## src/rtl/uart_cmd_pkg.sv

```systemverilog
// Shared receiver state type and command byte constants for the UART command controller.
// Defining UART_CMD_PARITY_EN adds the PARITY state (8E1 framing).
package uart_cmd_pkg;

`ifdef UART_CMD_PARITY_EN
    typedef enum logic [2:0] {IDLE, START, DATA, PARITY, STOP} rx_state_e;
`else
    typedef enum logic [1:0] {IDLE, START, DATA, STOP} rx_state_e;
`endif

    localparam logic [7:0] CMD_RUN       = 8'h72;  // 'r'
    localparam logic [7:0] CMD_CLR       = 8'h63;  // 'c'
    localparam logic [7:0] CMD_MODE      = 8'h6D;  // 'm'
    localparam logic [7:0] CMD_RUN_ALL   = 8'h52;  // 'R'
    localparam logic [7:0] CMD_CLR_ALL   = 8'h43;  // 'C'
    localparam logic [7:0] CMD_MODE_ALL  = 8'h4D;  // 'M'
    localparam logic [7:0] CH_DIGIT_BASE = 8'h30;  // '0'

endpackage

```

## src/rtl/uart_cmd_rx.sv

```systemverilog
// UART receiver: 2-FF rx synchroniser, free-running sample-tick divider and framing FSM.
// With UART_CMD_PARITY_EN defined an even-parity bit is expected after the data bits.
module uart_cmd_rx
    import uart_cmd_pkg::*;
#(
    parameter int CLK_FREQ   = 100_000_000,
    parameter int BAUD_RATE  = 9600,
    parameter int OVERSAMPLE = 16
) (
    input  logic       clk,
    input  logic       rst,
    input  logic       rx,
    output logic [7:0] o_rx_data,
    output logic       o_rx_valid,
    output logic       o_frame_err
);

    localparam int DIV_RAW = CLK_FREQ / (BAUD_RATE * OVERSAMPLE);
    localparam int DIV     = (DIV_RAW < 1) ? 1 : DIV_RAW;
    localparam int DIV_W   = (DIV > 1) ? $clog2(DIV) : 1;
    localparam int OS_W    = $clog2(OVERSAMPLE);
    localparam logic [DIV_W-1:0] DIV_LAST  = DIV_W'(DIV - 1);
    localparam logic [OS_W-1:0]  OS_LAST   = OS_W'(OVERSAMPLE - 1);
    localparam logic [OS_W-1:0]  HALF_LAST = OS_W'(OVERSAMPLE / 2 - 1);

    logic             rx_meta_q, rx_sync_q;
    logic [DIV_W-1:0] div_q;
    logic             tick;
    rx_state_e        state_q;
    logic [OS_W-1:0]  cnt_q;
    logic [2:0]       bit_q;
    logic [7:0]       shift_q;
    logic [7:0]       data_q;
    logic             valid_q, ferr_q;
    logic             stop_ok;

    always_ff @(posedge clk) begin
        if (rst) begin
            rx_meta_q <= 1'b1;
            rx_sync_q <= 1'b1;
            div_q     <= '0;
        end else begin
            rx_meta_q <= rx;
            rx_sync_q <= rx_meta_q;
            div_q     <= (div_q == DIV_LAST) ? '0 : div_q + 1'b1;
        end
    end

    assign tick = (div_q == DIV_LAST);

`ifdef UART_CMD_PARITY_EN
    logic perr_q;
    assign stop_ok = rx_sync_q && !perr_q;
`else
    assign stop_ok = rx_sync_q;
`endif

    always_ff @(posedge clk) begin
        if (rst) begin
            state_q <= IDLE;
            cnt_q   <= '0;
            bit_q   <= '0;
            shift_q <= '0;
            data_q  <= '0;
            valid_q <= 1'b0;
            ferr_q  <= 1'b0;
`ifdef UART_CMD_PARITY_EN
            perr_q  <= 1'b0;
`endif
        end else begin
            valid_q <= 1'b0;
            ferr_q  <= 1'b0;
            if (tick) begin
                case (state_q)
                    IDLE: begin
                        if (!rx_sync_q) begin
                            state_q <= START;
                            cnt_q   <= '0;
                        end
                    end
                    START: begin
                        // Mid-start-bit recheck rejects short glitches.
                        if (cnt_q == HALF_LAST) begin
                            cnt_q   <= '0;
                            bit_q   <= '0;
                            state_q <= rx_sync_q ? IDLE : DATA;
                        end else begin
                            cnt_q <= cnt_q + 1'b1;
                        end
                    end
                    DATA: begin
                        if (cnt_q == OS_LAST) begin
                            cnt_q   <= '0;
                            shift_q <= {rx_sync_q, shift_q[7:1]};
                            bit_q   <= bit_q + 1'b1;
                            if (bit_q == 3'd7) begin
`ifdef UART_CMD_PARITY_EN
                                state_q <= PARITY;
`else
                                state_q <= STOP;
`endif
                            end
                        end else begin
                            cnt_q <= cnt_q + 1'b1;
                        end
                    end
`ifdef UART_CMD_PARITY_EN
                    PARITY: begin
                        if (cnt_q == OS_LAST) begin
                            cnt_q   <= '0;
                            perr_q  <= ^{shift_q, rx_sync_q};
                            state_q <= STOP;
                        end else begin
                            cnt_q <= cnt_q + 1'b1;
                        end
                    end
`endif
                    STOP: begin
                        if (cnt_q == OS_LAST) begin
                            cnt_q   <= '0;
                            state_q <= IDLE;
                            if (stop_ok) begin
                                data_q  <= shift_q;
                                valid_q <= 1'b1;
                            end else begin
                                ferr_q <= 1'b1;
                            end
                        end else begin
                            cnt_q <= cnt_q + 1'b1;
                        end
                    end
                    default: state_q <= IDLE;
                endcase
            end
        end
    end

    assign o_rx_data   = data_q;
    assign o_rx_valid  = valid_q;
    assign o_frame_err = ferr_q;

endmodule

```

## src/rtl/uart_cmd_ctrl.sv

```systemverilog
// UART command controller top: receiver plus single-byte command decoder driving per-channel
// enable/clear/mode. UART_CMD_PARITY_EN (see uart_cmd_rx) selects 8E1 instead of 8N1.
module uart_cmd_ctrl
    import uart_cmd_pkg::*;
#(
    parameter int CLK_FREQ   = 100_000_000,
    parameter int BAUD_RATE  = 9600,
    parameter int OVERSAMPLE = 16,
    parameter int NUM_CH     = 2
) (
    input  logic              clk,
    input  logic              rst,
    input  logic              rx,
    output logic [NUM_CH-1:0] o_enable,
    output logic [NUM_CH-1:0] o_clear,
    output logic [NUM_CH-1:0] o_mode,
    output logic [7:0]        o_rx_data,
    output logic              o_rx_valid,
    output logic              o_frame_err
);

    localparam int SEL_W = (NUM_CH > 1) ? $clog2(NUM_CH) : 1;

    logic [SEL_W-1:0]  sel_q;
    logic [NUM_CH-1:0] enable_q, clear_q, mode_q;
    logic [NUM_CH-1:0] sel_mask;

    uart_cmd_rx #(
        .CLK_FREQ   (CLK_FREQ),
        .BAUD_RATE  (BAUD_RATE),
        .OVERSAMPLE (OVERSAMPLE)
    ) u_rx (
        .clk         (clk),
        .rst         (rst),
        .rx          (rx),
        .o_rx_data   (o_rx_data),
        .o_rx_valid  (o_rx_valid),
        .o_frame_err (o_frame_err)
    );

    assign sel_mask = NUM_CH'(1) << sel_q;

    always_ff @(posedge clk) begin
        if (rst) begin
            sel_q    <= '0;
            enable_q <= '0;
            clear_q  <= '0;
            mode_q   <= '0;
        end else begin
            clear_q <= '0;
            if (o_rx_valid) begin
                case (o_rx_data)
                    CMD_RUN:      enable_q <= enable_q ^ sel_mask;
                    CMD_CLR:      clear_q  <= sel_mask;
                    CMD_MODE:     mode_q   <= mode_q ^ sel_mask;
                    CMD_RUN_ALL:  enable_q <= ~enable_q;
                    CMD_CLR_ALL:  clear_q  <= '1;
                    CMD_MODE_ALL: mode_q   <= ~mode_q;
                    default: begin
                        // Digits beyond the channel count leave the selection alone.
                        if (o_rx_data >= CH_DIGIT_BASE && o_rx_data < CH_DIGIT_BASE + 8'(NUM_CH))
                            sel_q <= SEL_W'(o_rx_data - CH_DIGIT_BASE);
                    end
                endcase
            end
        end
    end

    assign o_enable = enable_q;
    assign o_clear  = clear_q;
    assign o_mode   = mode_q;

endmodule
```

## config.mk

```make
export PLATFORM = sky130hd
export DESIGN_NAME = uart_cmd_ctrl
export DESIGN_NICKNAME = d
export VERILOG_FILES = /design/src/rtl/uart_cmd_pkg.sv /design/src/rtl/uart_cmd_rx.sv /design/src/rtl/uart_cmd_ctrl.sv
export SDC_FILE = /design/constraint.sdc
export NUM_CORES = 1
export LEC_CHECK = 0
export ABC_AREA = 1
export CAP_MARGIN = 20
export CORE_ASPECT_RATIO = 1.75
export CORE_MARGIN = 4
export CORE_UTILIZATION = 45
export DETAILED_ROUTE_END_ITERATION = 7
export GPL_ROUTABILITY_DRIVEN = 1
export PLACE_DENSITY_LB_ADDON = 0.1
export SLEW_MARGIN = 20
export SYNTH_ARGS = -nofsm -noshare
export SYNTH_HDL_FRONTEND = slang
export SYNTH_HIERARCHICAL = 1
export SYNTH_SLANG_ARGS = --single-unit
export TNS_END_PERCENT = 50
```

## constraint.sdc

```tcl
create_clock -name clk -period 2.2 [get_ports clk]
set_input_delay 0.22 -clock clk [delete_from_list [all_inputs] [get_ports clk]]
set_output_delay 0.22 -clock clk [all_outputs]
set_load 0.01 [all_outputs]
```

Yosys cells after proc, flatten, opt, wreduce, memory -nomap -nowiden
Cells that the tools add are included.
{"block": "op_classes", "eq_ne": 18, "addsub": 4, "bitwise_logic": 9, "magnitude_cmp": 2, "reduce_logical": 18, "shifts": 1, "n_mux": 19}
{"op": "8-bit by 7-bit equality test with 1-bit output, second input constant", "n": 6}
{"op": "2-bit 2-to-1 mux", "n": 6}
{"op": "4-bit 2-to-1 mux", "n": 3}
{"op": "2-bit case mux with 2 select lines", "n": 3}
{"op": "4-bit case mux with 3 select lines", "n": 1}
{"op": "10-bit by 1-bit adder with 10-bit output, second input constant", "n": 1}
{"op": "10-bit equality test, second input constant", "n": 1}
{"op": "8-bit by 6-bit greater-or-equal comparator with 1-bit output, second input constant", "n": 1}
{"op": "8-bit by 6-bit less-than comparator with 1-bit output, second input constant", "n": 1}
{"op": "2-bit by 1-bit != test with 1-bit output, second input constant", "n": 4}
{"op": "2-bit case mux with 4 select lines", "n": 1}
{"op": "4-bit AND reduction", "n": 2}
{"op": "3-bit 2-to-1 mux", "n": 2}
{"op": "3-bit case mux with 2 select lines", "n": 1}
{"op": "2-bit AND reduction", "n": 3}
{"op": "3-bit AND reduction", "n": 2}
{"op": "6-bit AND reduction", "n": 1}
{"op": "2-bit nonzero test", "n": 3}
{"op": "2-bit OR reduction", "n": 3}
{"op": "6-bit OR reduction", "n": 1}
{"op": "1-bit inverter", "n": 5}
{"op": "4-bit by 1-bit adder with 4-bit output, second input constant", "n": 1}
{"op": "2-bit equality test, second input constant", "n": 2}
{"op": "4-bit by 3-bit equality test with 1-bit output, second input constant", "n": 1}
{"op": "other kinds (13)", "n": 16}
{"block": "totals", "regBits": 46, "wordCells": 85}

Logic depth before layout (Yosys ltp)
Gate-level depths: netlist of run 1.
{"block": "depth", "ltp_word": 4, "depth_mapped": 10}

By module
The synthesis of run 1 kept the hierarchy.
{"module": "uart_cmd_rx", "seq_area_each_um2": 780.7, "area_each_um2": 1818.0, "cells_each": 257, "instances": 1}
{"module": "uart_cmd_ctrl", "seq_area_each_um2": 140.1, "area_each_um2": 473.0, "cells_each": 72, "instances": 1}

Least setup slack after synthesis of run 1
No wires, ideal clock.
{"block": "synth_timing", "path_kind": "reg2reg", "start": "reg u_rx.cnt_q[0]", "end": "reg u_rx.data_q[4] (netlist: u_rx/o_rx_data[4])", "required_time_ps": 2136, "path_stages_with_launch": 8, "path_slack_ps": 753, "setup_ps": 64, "t_arrival_ps": 1383, "n_path_buf": 0, "path_cell_list": "dfxtp_1 > ha_1 > nand3_4 > nor2_8 > inv_2 > nor3_4 > nor2_1 > nor2_1"}
{"block": "synth_between", "elab_chain_cells": 2}
{"item": "from (decl)", "line_no": "uart_cmd_rx.sv:30", "text": "logic [OS_W-1:0] cnt_q;"}
{"item": "from (signal assigned)", "line_no": "uart_cmd_rx.sv:88", "text": "cnt_q <= cnt_q + 1'b1;"}
{"item": "from (signal assigned)", "line_no": "uart_cmd_rx.sv:104", "text": "cnt_q <= cnt_q + 1'b1;"}
{"item": "from (signal assigned)", "line_no": "uart_cmd_rx.sv:129", "text": "cnt_q <= cnt_q + 1'b1;"}
{"item": "4-bit equality test", "line_no": "uart_cmd_rx.sv:119", "text": "if (cnt_q == OS_LAST) begin"}
{"item": "4-bit AND reduction (no source line)"}
{"item": "to (signal assigned)", "line_no": "uart_cmd_rx.sv:123", "text": "data_q <= shift_q;"}
{"item": "to (decl)", "line_no": "uart_cmd_rx.sv:33", "text": "logic [7:0] data_q;"}
No other way between the ends.
A chain may end at the register's enable or synchronous reset.

Worst setup path in the final report of run 1
{"block": "layout_timing", "start": "reg u_rx.div_q[0]", "end": "reg u_rx.bit_q[0]"}
{"block": "layout_between", "elab_chain_cells": 2}
{"item": "from (decl)", "line_no": "uart_cmd_rx.sv:27", "text": "logic [DIV_W-1:0] div_q;"}
{"item": "from (signal assigned)", "line_no": "uart_cmd_rx.sv:45", "text": "div_q <= (div_q == DIV_LAST) ? '0 : div_q + 1'b1;"}
{"item": "10-bit equality test", "line_no": "uart_cmd_rx.sv:49", "text": "assign tick = (div_q == DIV_LAST);"}
{"item": "4-bit AND reduction (no source line)"}
{"item": "to (signal assigned)", "line_no": "uart_cmd_rx.sv:95", "text": "bit_q <= bit_q + 1'b1;"}
{"item": "to (decl)", "line_no": "uart_cmd_rx.sv:31", "text": "logic [2:0] bit_q;"}
No other way between the ends.

==> results.yml, run 1 <==
run_status:
  outcome: "complete, no violations"
worst_hold_path:
  hold_start: "u_rx/rx_meta_q"
  hold_depth: 1
  holdCritPathClass: "register to register"
  holdPathEnd: "u_rx/rx_sync_q"
cts:
  cts_tree: "built"
  root_buffer: "clkbuf_8"
  postCtsResizedCells: 0
  postCtsHoldBufs: 0
  cts_buffers: 5
  cts_sinks: 46
  cts_setup_buffers: 0
  htree_num_levels: 2
  cts_buffer_depth: 2
  path_clk_slew_ns: 0.08
  clk_latency_ns: 0.30
yosys:
  syn_inst: 329
  synthesis.area_um2: 2290
  ys_seq_area_share_pct: 40.2
  async_flop_share_pct: 0
  synth_ff_type: "dfxtp_1"
  syn_avg_cell_area_um2: 6.96
  synth_largest_area_cell: "dfxtp_1"
  synth_area_leaders: "dfxtp_1, nor2_1, nand2_1"
  yosysWarningCount: 6
  syn_nets: 337
  synthDominantCellAreaShare_pct: 40.2
  ys_ff_latch: 46
  synth-edff-count: 0
  synth_cell_types: 29
power:
  switchingPower_uw: 299
  vdd_drop_max_mv: 0.382
  p_sw_share_pct: 21.3
  p_per_area_nw_per_um2: 536
  seqPwrFrac_pct: 60.1
  leakage_uw: 0.00108
  pwr-share-comb_pct: 2.7
  power.clock.fraction_pct: 37.2
  power.internal_uw: 1110
drt:
  drt_wl_total_um: 4780
  drtPass1Iterations: 4
  routed-via-count: 2051
  ant_nets: 0
  drc: 0
  drt_iter0_markers: 58
  via_per_inst: 5.05
  wl_per_cell_um: 11.8
placement:
  dp_hpwl_um: 3760
  io_buffers: 18
  pre_cts_ws_ns: 0.473
  place_congestion: 0.814
grt:
  antenna_found_initial: 0
  grt_pass1_wl_um: 8180
  busiest_layer: "met2"
  grtUsageMet2_pct: 34.2
  grt_pass1_vias: 1928
  grtUsageMet3_pct: 2.65
  grt.overflow.total: 0
  grt.total_usage_pct: 17.1
  grt_start_max_net_pins: 22
  grt_util_met1_pct: 16.2
critical_path:
  crit_required_ns: 2.44
  arrival_ns: 1.93
  cp_cell_sequence: "inv_1 > ha_1 > nand2_1 > nor2_1 > inv_1 > nor2_4 > nand2_2 > nand2_1 > nor2_1 > nor2_1"
  crit_slowest_cell: "dfxtp_1"
  r2r_slack_ns: 0.50
  crit_type: "register to register"
  path_common_cell: "nor2_1"
  crit_path_end_kind: "register"
  startpoint_type: "register"
  crit_path_max_fanout: 17
  cpPeakStageDelay_ns: 0.34
  r2r_start: "u_rx/div_q[0]"
  r2r_cells: 10
  reg2reg_to: "u_rx/bit_q[0]"
job:
  drv_cap: 0
sta:
  drv_slew: 0
  finalCritPeriodShare_pct: 77.1
  finalSetupViolations: 0
  rsz0062_at_grt: "false"
  skew_ns: 0.00674
  fin_ws_ns: 0.503
  fin_tns_setup_ns: 0
  slew-limit-headroom_pct: 69.0
  layout_min_cycle_time_ns: 1.70
  max_freq_mhz: 589
  hold_viol_final: 0
  worstMarginPinSlew_ns: 0.465
final_layout:
  fill_cells: 528
  fin_nets: 359
  mostFrequentLayoutCells: "nor2_1, nand2_1, dfxtp_1"
  layout_commonest_cell: "nor2_1"
  syn2layout_area_growth_pct: 14.5
  n_antenna_cell: 0
  layout-drive-gt1-share_pct: 9.94
floorplanning:
  ios: 19
  die_width_um: 61.9
  core_area_um2: 4930
  fp-row-count: 34
  die_h_um: 102
  start_util_pct: 46.4
  fp.dieArea_um2: 6340
## worst max path at each step
stage,start,to,slack (ns),cells past startpoint
6_report,u_rx/div_q[0],u_rx/bit_q[0],0.50,10
5_1_grt,u_rx/cnt_q[0],u_rx/o_rx_data[5],0.30,7
4_1_cts,u_rx/div_q[0],u_rx/bit_q[0],0.45,10
3_5_place_dp,u_rx/div_q[0],u_rx/bit_q[0],0.47,10
3_3_place_gp,u_rx/div_q[0],u_rx/bit_q[0],0.50,10
2_1_floorplan,u_rx/cnt_q[0],u_rx/o_rx_data[4],0.75,7
## synth_stat cells (4+ instances only)
library cell and n:
a21oi_1 13, dfxtp_1 46, ha_1 5, inv_1 36, inv_2 4, nand2_1 65, nand2_2 8, nand3_1 14
nand4_1 15, nor2_1 71, nor3_1 11, o21ai_0 10, xor2_1 4
## stage by stage
step	power, uW	cells	util, %	hold slack (ns)	area, um^2
floorplan	889	329	-	0.289	2290
global route	1470	406	53.1	0.456	2620
finish	1410	406	53.1	0.421	2620
CTS	1430	406	53.1	0.423	2620
global placement	903	398	51.3	0.395	2530
detailed placement	904	398	51.3	0.405	2530
## critical path: cells and delay by family (launching register included)
family	cells	cell delay [ns]
buffers and inverters	2	0.16
and+or+nand+nor	7	1.00
DFF	1	0.34
adders and majority gates	1	0.14
## routing by layer
layer,vias to the layer above,routed length [um]
met3,5,139
met4,0,76
met1,925,1800
li1,1094,-
met5,-,0
met2,27,2760
## power groups by stage
stage / clock (uW) / sequential, uW / combinational, uW
after global routing: 583 / 847 / 44.3
after floorplan: 0 / 862 / 27.1
after CTS: 550 / 845 / 38.9
after global placement: 0 / 864 / 38.7
final: 522 / 845 / 37.7
after detailed placement: 0 / 865 / 38.8
## kinds of logic (layout without fill, tap and decap cells)
group	Yosys count	count (layout)	share of synthesized area, %
and+or+nand+nor	201	201	41.2
DFF	46	46	40.2
buffers and inverters	45	68	7.54
AOI/OAI and AO/OA	27	27	6.39
adders and majority gates	5	5	2.73
xor gates and xnor gates	5	5	1.91
## state kept, by name, summed over array words and instances, names as in the netlist, named ones only
name and count:
u_rx/div_q 10, u_rx/o_rx_data 8, u_rx/shift_q 8, u_rx/cnt_q 4
u_rx/bit_q 3, o_clear 2, o_enable 2, o_mode 2
sel_q 1, u_rx/o_frame_err 1, u_rx/o_rx_valid 1, u_rx/rx_meta_q 1
u_rx/rx_sync_q 1, u_rx/state_q 1
## layout make-up
cell class	instances	area (um^2)	share of cell area (%)
clock buffers	7	86.3	3.29
clock inverters	1	5.00	0.191
inverters	40	150	5.73
multi-input cells	238	1200	45.7
flip-flops and latches	46	921	35.1
well taps	54	67.6	2.58
repair buffers	20	195	7.44
Power figures use the tool's default switching activity.
==> run 2: changes to the inputs <==
==> constraint.sdc (replaced) <==
create_clock -name clk -period 1.7 [get_ports clk]
set_input_delay 0.17 -clock clk [delete_from_list [all_inputs] [get_ports clk]]
set_output_delay 0.17 -clock clk [all_outputs]
set_load 0.01 [all_outputs]
==> run 2 against run 1 <==
Clock power is 28% higher. Sequential power is 29% higher. Power is 29% higher. Global-route usage is 0.070 points lower. Highest routed layer unchanged. Non-clock buffer count is 8 higher. Sequential share of layout area is 1.1 points lower. Wire length is 2.9% higher. Final area is 3.2% higher. Setup slack worse by 0.34 ns. Clock-buffer cell count stayed put.
==> results.yml, run 2 (synthesis results as in run 1) <==
run_status:
  outcome: "complete, no violations"
grt:
  grtUsageMet3_pct: 2.65
  grt.overflow.total: 0
  grt_pass1_vias: 1926
  grt_util_met1_pct: 16.8
  grtUsageMet2_pct: 32.7
  grt_pass1_wl_um: 8140
  grt_start_max_net_pins: 22
  grt.total_usage_pct: 17.0
  antenna_found_initial: 0
  busiest_layer: "met2"
critical_path:
  cp_cell_sequence: "clkdlybuf4s50_1"
  crit_path_max_fanout: 7
  crit_family: "buffers and inverters"
  cpPeakStageDelay_ns: 0.59
  crit_slowest_cell: "clkdlybuf4s50_1"
  crit_required_ns: 1.53
  crit_buf_inv: 1
  crit_type: "register to output pin"
  crit_path_end_kind: "output pin"
  startpoint_type: "register"
  arrival_ns: 1.36
sta:
  fin_ws_ns: 0.165
  drv_slew: 0
  worstMarginPinSlew_ns: 0.354
  finalSetupViolations: 0
  layout_min_cycle_time_ns: 1.53
  rsz0062_at_grt: "true"
  max_freq_mhz: 651
  finalCritPeriodShare_pct: 90.3
  fin_tns_setup_ns: 0
  hold_viol_final: 0
  skew_ns: 0.00477
  slew-limit-headroom_pct: 76.2
drt:
  via_per_inst: 5.04
  drt_iter0_markers: 56
  drc: 0
  drt_wl_total_um: 4920
  routed-via-count: 2087
  ant_nets: 0
  wl_per_cell_um: 11.9
  drtPass1Iterations: 4
final_layout:
  layoutNonFillerInstCount: 414
  layout_commonest_cell: "nor2_1"
  syn2layout_area_growth_pct: 18.2
  layout-drive-gt1-share_pct: 13.1
  mostFrequentLayoutCells: "nor2_1, nand2_1, dfxtp_1"
  n_antenna_cell: 0
  largest_reg_flops: 10
  top_register: "u_rx/div_q"
  fin_nets: 367
floorplanning:
  core_area_um2: 4930
  die_h_um: 102
  start_util_pct: 46.4
  fp-row-count: 34
  die_width_um: 61.9
  fp.dieArea_um2: 6340
  ios: 19
cts:
  root_buffer: "clkbuf_8"
  postCtsHoldBufs: 0
  clk_latency_ns: 0.29
  cts_tree: "built"
  cts_buffer_depth: 2
  cts_buffers: 5
  cts_sinks: 46
  htree_num_levels: 2
  path_clk_slew_ns: 0.08
power:
  leakage_uw: 0.00112
  finalPower_uw: 1810
  vdd_drop_max_mv: 0.465
  p_per_area_nw_per_um2: 669
placement:
  pre_cts_ws_ns: 0.0508
  place_congestion: 0.827
  io_buffers: 18
  dp_hpwl_um: 3840
  dp.cells: 404
worst_hold_path:
  holdCritPathClass: "register to register"
job:
  drv_cap: 0
-- run 2: cell count changes in the layout (fill, tap and decap cells not counted), sizes merged --
cell	before	now
buf	2	10
-- run 2: stage by stage --
step                instance area (um^2)  hold slack (ns)  util (%)
finish                              2710            0.423      54.9
global route                        2710            0.440      54.9
CTS                                 2670            0.429      54.1
detailed placement                  2580            0.405      52.2
global placement                    2580            0.397      52.2
floorplan                           2290            0.239         -
-- run 2: per-layer routing --
| layer | share of wire [%] | wire length, um |
|---|---|---|
| met1 | 39 | 1900 |
| met2 | 57 | 2780 |
| met3 | 2.8 | 138 |
| met4 | 2.0 | 97 |
| met5 | 0 | 0 |
-- run 2: layout make-up --
class	instances	area (um^2)
fill	496	2230
multi-input combinational	238	1220
sequential	46	921
timing repair buffer	28	255
inverter	40	150
clock buffer	7	86.3
tap	54	67.6
clock inverter	1	5.00
-- run 2: path summary, 6_finish.rpt --
path | from | end | slack (ns) | cells past startpoint
worst max-delay path | u_rx/o_rx_data[4] | o_rx_data[4] | 0.17 | 1
worst min-delay path | u_rx/rx_meta_q | u_rx/rx_sync_q | 0.42 | 1
worst max register to register | u_rx/div_q[0] | register | 0.17 | 9
worst min register to register | u_rx/rx_meta_q | u_rx/rx_sync_q | 0.42 | 1
-- run 2: timing repair --
item	CTS	global route
setup buffers	0	2
gates resized for setup	0	6
setup endpoints to repair	0	33
-- run 2: power by group --
part           switching, uW  total (uW)  internal (uW)
clock network            339         667            328
logic                   33.9        54.2           20.3
registers               6.84        1090           1080
total                    380        1810           1430
